===== src/rtl/act_pool_pkg.sv =====
// Shared types and lane helpers for the activation pooling buffer.
package act_pool_pkg;
  localparam int LANES  = 4;
  localparam int LANE_W = 8;
  localparam int VEC_W  = LANES * LANE_W;

  typedef enum logic {PAIR_EMPTY = 1'b0, PAIR_HALF = 1'b1} pool_state_t;

  // Per-lane unsigned max; lanes never interact.
  function automatic logic [VEC_W-1:0] lane_max(input logic [VEC_W-1:0] a,
                                                input logic [VEC_W-1:0] b);
    logic [VEC_W-1:0] r;
    r = '0;
    for (int i = 0; i < LANES; i++)
      r[i*LANE_W +: LANE_W] = (a[i*LANE_W +: LANE_W] > b[i*LANE_W +: LANE_W]) ?
                              a[i*LANE_W +: LANE_W] : b[i*LANE_W +: LANE_W];
    return r;
  endfunction
endpackage


===== src/rtl/act_sync_fifo.sv =====
// Synchronous FIFO with occupancy count; push is dropped when full (no bypass),
// pop is ignored when empty. Head word is read combinationally.
module act_sync_fifo #(
  parameter int DEPTH = 8,
  parameter int WIDTH = 32
) (
  input  logic                   clock,
  input  logic                   reset,
  input  logic                   push,
  input  logic [WIDTH-1:0]       wdata,
  input  logic                   pop,
  output logic [WIDTH-1:0]       rdata,
  output logic                   valid,
  output logic                   full,
  output logic [$clog2(DEPTH):0] count
);
  localparam int AW = $clog2(DEPTH);

  logic [WIDTH-1:0] mem_q [DEPTH];
  logic [AW-1:0]    wr_ptr_q, wr_ptr_d, rd_ptr_q, rd_ptr_d;
  logic [AW:0]      count_q, count_d;
  logic             push_en, pop_en;

  always_comb begin
    full     = (count_q == (AW+1)'(DEPTH));
    valid    = (count_q != '0);
    push_en  = push && !full;
    pop_en   = pop && valid;
    // DEPTH is a power of two, so pointer overflow is the wrap.
    wr_ptr_d = wr_ptr_q + AW'(push_en);
    rd_ptr_d = rd_ptr_q + AW'(pop_en);
    count_d  = count_q + (AW+1)'(push_en) - (AW+1)'(pop_en);
    rdata    = mem_q[rd_ptr_q];
    count    = count_q;
  end

  always_ff @(posedge clock) begin
    if (reset) begin
      wr_ptr_q <= '0;
      rd_ptr_q <= '0;
      count_q  <= '0;
    end else begin
      wr_ptr_q <= wr_ptr_d;
      rd_ptr_q <= rd_ptr_d;
      count_q  <= count_d;
    end
  end

  always_ff @(posedge clock) begin
    if (push_en) mem_q[wr_ptr_q] <= wdata;
  end
endmodule


===== src/rtl/act_pool_buffer.sv =====
// Activation pool buffer: pairwise per-lane max pooling (ACT_POOL_MAXPOOL_EN)
// or direct pass-through, feeding a valid/ready FIFO stream.
module act_pool_buffer
  import act_pool_pkg::*;
#(
  parameter int DEPTH = 8
) (
  input  logic                   clock,
  input  logic                   reset,
  input  logic                   in_valid,
  input  logic [VEC_W-1:0]       in_act,
  output logic                   in_ready,
  input  logic                   flush,
  output logic                   out_valid,
  output logic [VEC_W-1:0]       out_data,
  input  logic                   out_ready,
  output logic [$clog2(DEPTH):0] fifo_count
);
  logic             fifo_full;
  logic             fifo_push;
  logic [VEC_W-1:0] push_data;

`ifdef ACT_POOL_MAXPOOL_EN
  pool_state_t      state_q, state_d;
  logic [VEC_W-1:0] hold_q, hold_d;
  logic             accept;

  always_comb begin
    // Only the pair-completing step pushes, so only PAIR_HALF must stall on full.
    in_ready  = !(state_q == PAIR_HALF && fifo_full);
    accept    = in_valid && in_ready;
    state_d   = state_q;
    hold_d    = hold_q;
    fifo_push = 1'b0;
    push_data = hold_q;
    case (state_q)
      PAIR_EMPTY: begin
        if (accept) begin
          hold_d  = in_act;
          state_d = PAIR_HALF;
        end
      end
      PAIR_HALF: begin
        if (accept) begin
          fifo_push = 1'b1;
          push_data = lane_max(hold_q, in_act);
          state_d   = PAIR_EMPTY;
        end else if (flush && !fifo_full) begin
          fifo_push = 1'b1;
          state_d   = PAIR_EMPTY;
        end
      end
      default: state_d = PAIR_EMPTY;
    endcase
  end

  always_ff @(posedge clock) begin
    if (reset) begin
      state_q <= PAIR_EMPTY;
      hold_q  <= '0;
    end else begin
      state_q <= state_d;
      hold_q  <= hold_d;
    end
  end
`else
  logic unused_flush;
  assign unused_flush = flush;

  always_comb begin
    in_ready  = !fifo_full;
    fifo_push = in_valid && in_ready;
    push_data = in_act;
  end
`endif

  act_sync_fifo #(.DEPTH(DEPTH), .WIDTH(VEC_W)) u_fifo (
    .clock (clock),
    .reset (reset),
    .push  (fifo_push),
    .wdata (push_data),
    .pop   (out_ready),
    .rdata (out_data),
    .valid (out_valid),
    .full  (fifo_full),
    .count (fifo_count)
  );
endmodule


===== config.mk =====
export PLATFORM = sky130hd
export DESIGN_NAME = act_pool_buffer
export DESIGN_NICKNAME = d
export VERILOG_FILES = /design/src/rtl/act_pool_pkg.sv /design/src/rtl/act_sync_fifo.sv /design/src/rtl/act_pool_buffer.sv
export SDC_FILE = /design/constraint.sdc
export NUM_CORES = 1
export LEC_CHECK = 0
export CORE_MARGIN = 3
export CORE_UTILIZATION = 50
export CTS_BUF_LIST = sky130_fd_sc_hd__clkbuf_2 sky130_fd_sc_hd__clkbuf_4 sky130_fd_sc_hd__clkbuf_8
export CTS_CLUSTER_DIAMETER = 120
export DETAILED_ROUTE_END_ITERATION = 8
export PLACE_DENSITY_LB_ADDON = 0.12
export SYNTH_ARGS = -nofsm -noshare
export SYNTH_HDL_FRONTEND = slang
export SYNTH_SLANG_ARGS = --single-unit

===== constraint.sdc =====
create_clock -name clock -period 5.2 [get_ports clock]
set_input_delay 0.52 -clock clock [delete_from_list [all_inputs] [get_ports clock]]
set_output_delay 0.52 -clock clock [all_outputs]
set_load 0.02 [all_outputs]

Yosys cells after proc, flatten, opt, wreduce, memory -nomap -nowiden
Memories as Yosys holds them, arrays and structs flattened. A register that Yosys moved wholly into a read port is not among the register bits.
Cells that the tools add are included.
- output and inout port bits: 38
- memories: 1
- flip-flop bits (word level): 10
- word-level logic and storage cells: 17
- bits in writable memories: 256
- reductions and logical operators: 5
- eq/ne operators: 1
- $add $sub $neg: 4
- multiplexer cells: 3
- memory list (memory ; words ; width ; rd ports ; clocked after memory_dff ; wr ports ; RTL line ; text):
    u_fifo.mem_q ; 8 ; 32 ; 1 ; 1 ; 1 ; act_sync_fifo.sv:19 ; logic [WIDTH-1:0] mem_q [DEPTH];
- operators by type and width (operator ; count):
    $add 3x1->3 ; 2
    $add 4x1->4 ; 1
    $eq 4x4->1 const B ; 1
    $reduce_bool 4->1 ; 1
    $sub 4x1->4 ; 1
    $logic_and 1x1->1 ; 3
    $mux 3 ; 1
    $mux 1 ; 2
    $logic_not 1->1 ; 1

Logic depth before layout (Yosys ltp)
- depth in word-level cells: 6
- mapped depth: 11
- depth with buffers taken out: 11

By module
Synthesis repeated with hierarchy kept, for this count alone.
- cell total of the unflattened synthesis: 438
- area, all modules: 10405.0 um2
- by module, submodules not included (module ; area each (um2) ; instances ; cells each):
    act_sync_fifo ; 10395.0 ; 1 ; 436
    act_pool_buffer ; 10.0 ; 1 ; 2

Least setup slack after synthesis
OpenSTA, ideal clock, no wires.
- path kind: reg-to-reg
- from: register u_fifo.count_q[2] (netlist: u_fifo.count[2])
- to: memory u_fifo.mem_q[1][0], enable pin
- setup slack: 1374 ps
- stages on the path, launching flop included: 6
- period minus slack after synthesis: 3826 ps
- arrival time: 3365 ps
- required time: 4739 ps
- cells stage by stage: dfxtp_1 > inv_1 > ha_1 > or3b_2 > nand3_1 > nor3_1
- cells in the longest elaborated chain, start to end: 6
- RTL lines (item ; RTL line ; text):
    from (decl) ; act_sync_fifo.sv:21 ; logic [AW:0] count_q, count_d;
    from (signal assigned) ; act_sync_fifo.sv:45 ; count_q <= count_d;
    $eq 4x4->1 (*) ; act_sync_fifo.sv:25 ; full = (count_q == (AW+1)'(DEPTH));
    $logic_not 1->1 (*) ; act_pool_buffer.sv:71 ; in_ready = !fifo_full;
    named net in_ready ; act_pool_buffer.sv:12 ; output logic in_ready,
    $logic_and 1x1->1 ; act_pool_buffer.sv:72 ; fifo_push = in_valid && in_ready;
    $logic_and 1x1->1 (*) ; act_sync_fifo.sv:27 ; push_en = push && !full;
    $mux 1 (*) ; act_sync_fifo.sv:50 ; if (push_en) mem_q[wr_ptr_q] <= wdata;
    $mux 1 (not written as such) (*) ; act_sync_fifo.sv:50 ;
    to (decl) ; act_sync_fifo.sv:19 ;
Mark *: on every way through the listed nets, which the timed path passes. The rest lies on a longest branch.

==> summary.md <==
| Metric | Value |
|---|---|
| Pre-CTS WS | 1952 ps |
| Top fanout value on the critical path | 65 |
| DRT Pass-1 Iters | 4 |
| Die Area | 0.02255 mm² |
| Worst hold path type | reg -> reg |
| Final Core Density | 0.6050 |
| WP data required | 4680 ps |
| Final WL | 18800 µm |
| Die Y-Extent | 150.2 µm |
| Worst Path Arrival | 3250 ps |
| Pint | 4.139 mW |
| Global-route wire length before repair | 28480 µm |
| Reg power frac | 0.477 |
| P_leak | 3.998 nW |
| Yosys warns | 0 |
| Synth area leaders | edfxtp_1, mux4_1, mux2_2, dfxtp_1, mux4_2 |
| Hold Path Sink | u_fifo.wr_ptr_q[0] |
| CTS Buf Count | 40 |
| Commonest non-fill, non-tap cells in the layout | edfxtp_1, clkdlybuf4s50_1, mux4_1 |
| Total congestion overflow | 0 |
| Register area share after synthesis | 0.7592 |
| # resized after CTS | 0 |
| Clock power frac | 0.297 |
| Pin count of the biggest net entering global routing | 66 |
| Max Transition Viols Final | 0 |
| Final ANT Viol Nets | 0 |
| Tcrit/Tclk final | 0.7242 |
| Worst IR Drop VDD | 372.6 µV |
| Starting Density | 0.5118 |
| Final Hold Viols | 0 |
| Mapped cell area | 0.01039 mm² |
| Reg-to-reg critical path startpoint | u_fifo.count[2] |
| R2R Path End | u_fifo.mem_q[5][29] |
| RSZ-0062 raised after global routing | no |
| Hold depth | 2 |
| Clk_skew | 11.19 ps |
| WL per Instance | 22.30 µm |
| Num Clock Sinks | 266 |
| Post-CTS setup buffers | 0 |
| CORE AREA | 0.02030 mm² |
| Initial antenna violation count | 1 |
| Worst slew pin tran | 1200 ps |
| Synth top area share | 0.7399 |
| Critical path startpoint category | flop |
| Synthesis-stage register bit count | 266 |
| Yosys top cell by area | edfxtp_1 |
| Die X | 150.2 µm |
| Most common cell after layout, fill and taps aside | edfxtp_1 |
| Synth cell types | 25 |
| # DRC | 0 |
| Latest clock arrival within the worst-skew pair | 520 ps |
| Pwr/cell area | 455.6 mW/mm² |
| CTS root buffer | clkbuf_8 |
| Crit. End Element | output port |
| Comb power frac | 0.226 |
| Max clock buf depth | 3 |
| Layout cells sized above 1 | 0.2234 |
| Tot GR Track Use | 0.1720 |
| Synth-to-layout area growth | 18.21% |
| Vias | 4640 |
| Gp weighted congestion | 0.6747 |
| Port bufs | 73 |
| Switching share of total power | 0.2603 |
| ANT cells | 0 |
| Slack of the critical path | 1434 ps |
| Max_cap viols | 0 |
| CTS tree | yes |
| Iteration-0 DRC Markers | 256 |
| Clk pin slew, worst setup/hold paths | 60 ps |
| Vias/cell | 5.504 |
| Mapped Nets | 482 |
| Final Net Count | 590 |
| Setup CP Type | reg -> out |
| H-tree Lvls | 2 |
| Setup violators final | 0 |
| Detailed Place HPWL | 10130 µm |
| Slew headroom | 0.2001 |
| FP Rows | 52 |
| Post-Syn Instances | 434 |
| Fin Setup TNS | 0 ps |
| R2R depth | 6 |
| Hold Startpoint | u_fifo.wr_ptr_q[0] |
| Hold-fix buffers at CTS | 0 |
| Synth Area per Inst | 23.94 µm² |
| R2r setup slk | 2630 ps |
| WHS | 617.7 ps |
| Sw power | 1.456 mW |
| Run status | finished, final reports clean |
| Number of global-route vias before repair | 4996 |
| Tmin final | 3766 ps |
| I/O Pins | 75 |
| Max Clock Freq | 265.5 MHz |
power by group through the flow:
stage               Sequential [mW]  Combinational, mW  Clock (mW)
finish                         2.67               1.26        1.66
global route                   2.69               1.36        1.82
CTS                            2.68               1.29        1.72
detailed placement             2.72               1.29           0
global placement               2.71               1.27           0
floorplan                      2.59              0.925           0
registers in the layout (all words and copies together), names as in the netlist:
register         flops
u_fifo.mem_q       256
u_fifo.count         4
u_fifo.rd_ptr_q      3
u_fifo.wr_ptr_q      3
routing by layer:
metal	global-route usage	vias up	share of wire
met1	0.2382	2401	0.44
met5	0	-	0.00069
met4	0.04986	2	0.016
li1	-	2095	-
met2	0.2778	115	0.50
met3	0.04034	27	0.049
synth_stat cells, drive strengths merged:
cell type    n
nand3b       1
or3b         1
clkbuf       6
inv          7
mux4        64
a21oi        2
edfxtp     256
xnor2        2
nand2b       3
nand3        3
nor2        11
fa           1
ha          10
nor3         2
mux2        32
xor2         1
and2         2
a31o         1
dfxtp       10
nor2b        5
nand2        1
buf         13
through the flow:
stage	cell area [µm²]	total power, mW	std cells
after floorplan	10390	3.514	434
after global placement	11480	3.981	770
after detailed placement	11480	4.005	770
after CTS	12280	5.684	843
after global routing	12280	5.862	843
final	12280	5.595	843
worst max path at each step:
stage	startpoint	to	slack (ps)	depth (start not counted)
2_1_floorplan	u_fifo.count[2]	u_fifo.mem_q[1][0]	1370	5
3_3_place_gp	u_fifo.rd_ptr_q[0]	out_data[18]	1960	3
3_5_place_dp	u_fifo.rd_ptr_q[0]	out_data[31]	1950	3
4_1_cts	u_fifo.rd_ptr_q[0]	out_data[31]	1370	3
5_1_grt	u_fifo.rd_ptr_q[0]	out_data[31]	1290	3
6_report	u_fifo.rd_ptr_q[0]	out_data[31]	1430	3
worst max-delay path, stage by stage (launching register included):
cell and delay (ps):
dfxtp_4 1090, mux4_1 680, mux2_2 310, clkdlybuf4s50_1 550
cell families after synthesis:
family / share of synthesized area
AO/OA/AOI/OAI: 0.001807
XOR/XNOR: 0.002529
adder cells (fa/ha/maj): 0.01397
buffers and inverters: 0.01457
flip-flops: 0.7592
multiplexers: 0.1936
AND/OR/NAND/NOR: 0.01433
layout make-up:
class / instances / area [µm²]
flip-flops and latches: 266 / 7894
clock inverters: 15 / 92.59
clock buffers: 58 / 704.4
repair buffers: 85 / 820.8
inverters: 7 / 26.28
fillers: 1480 / 8018
well taps: 270 / 337.8
multi-input cells: 142 / 2406
No activity file was read; power rests on OpenSTA's default activity.
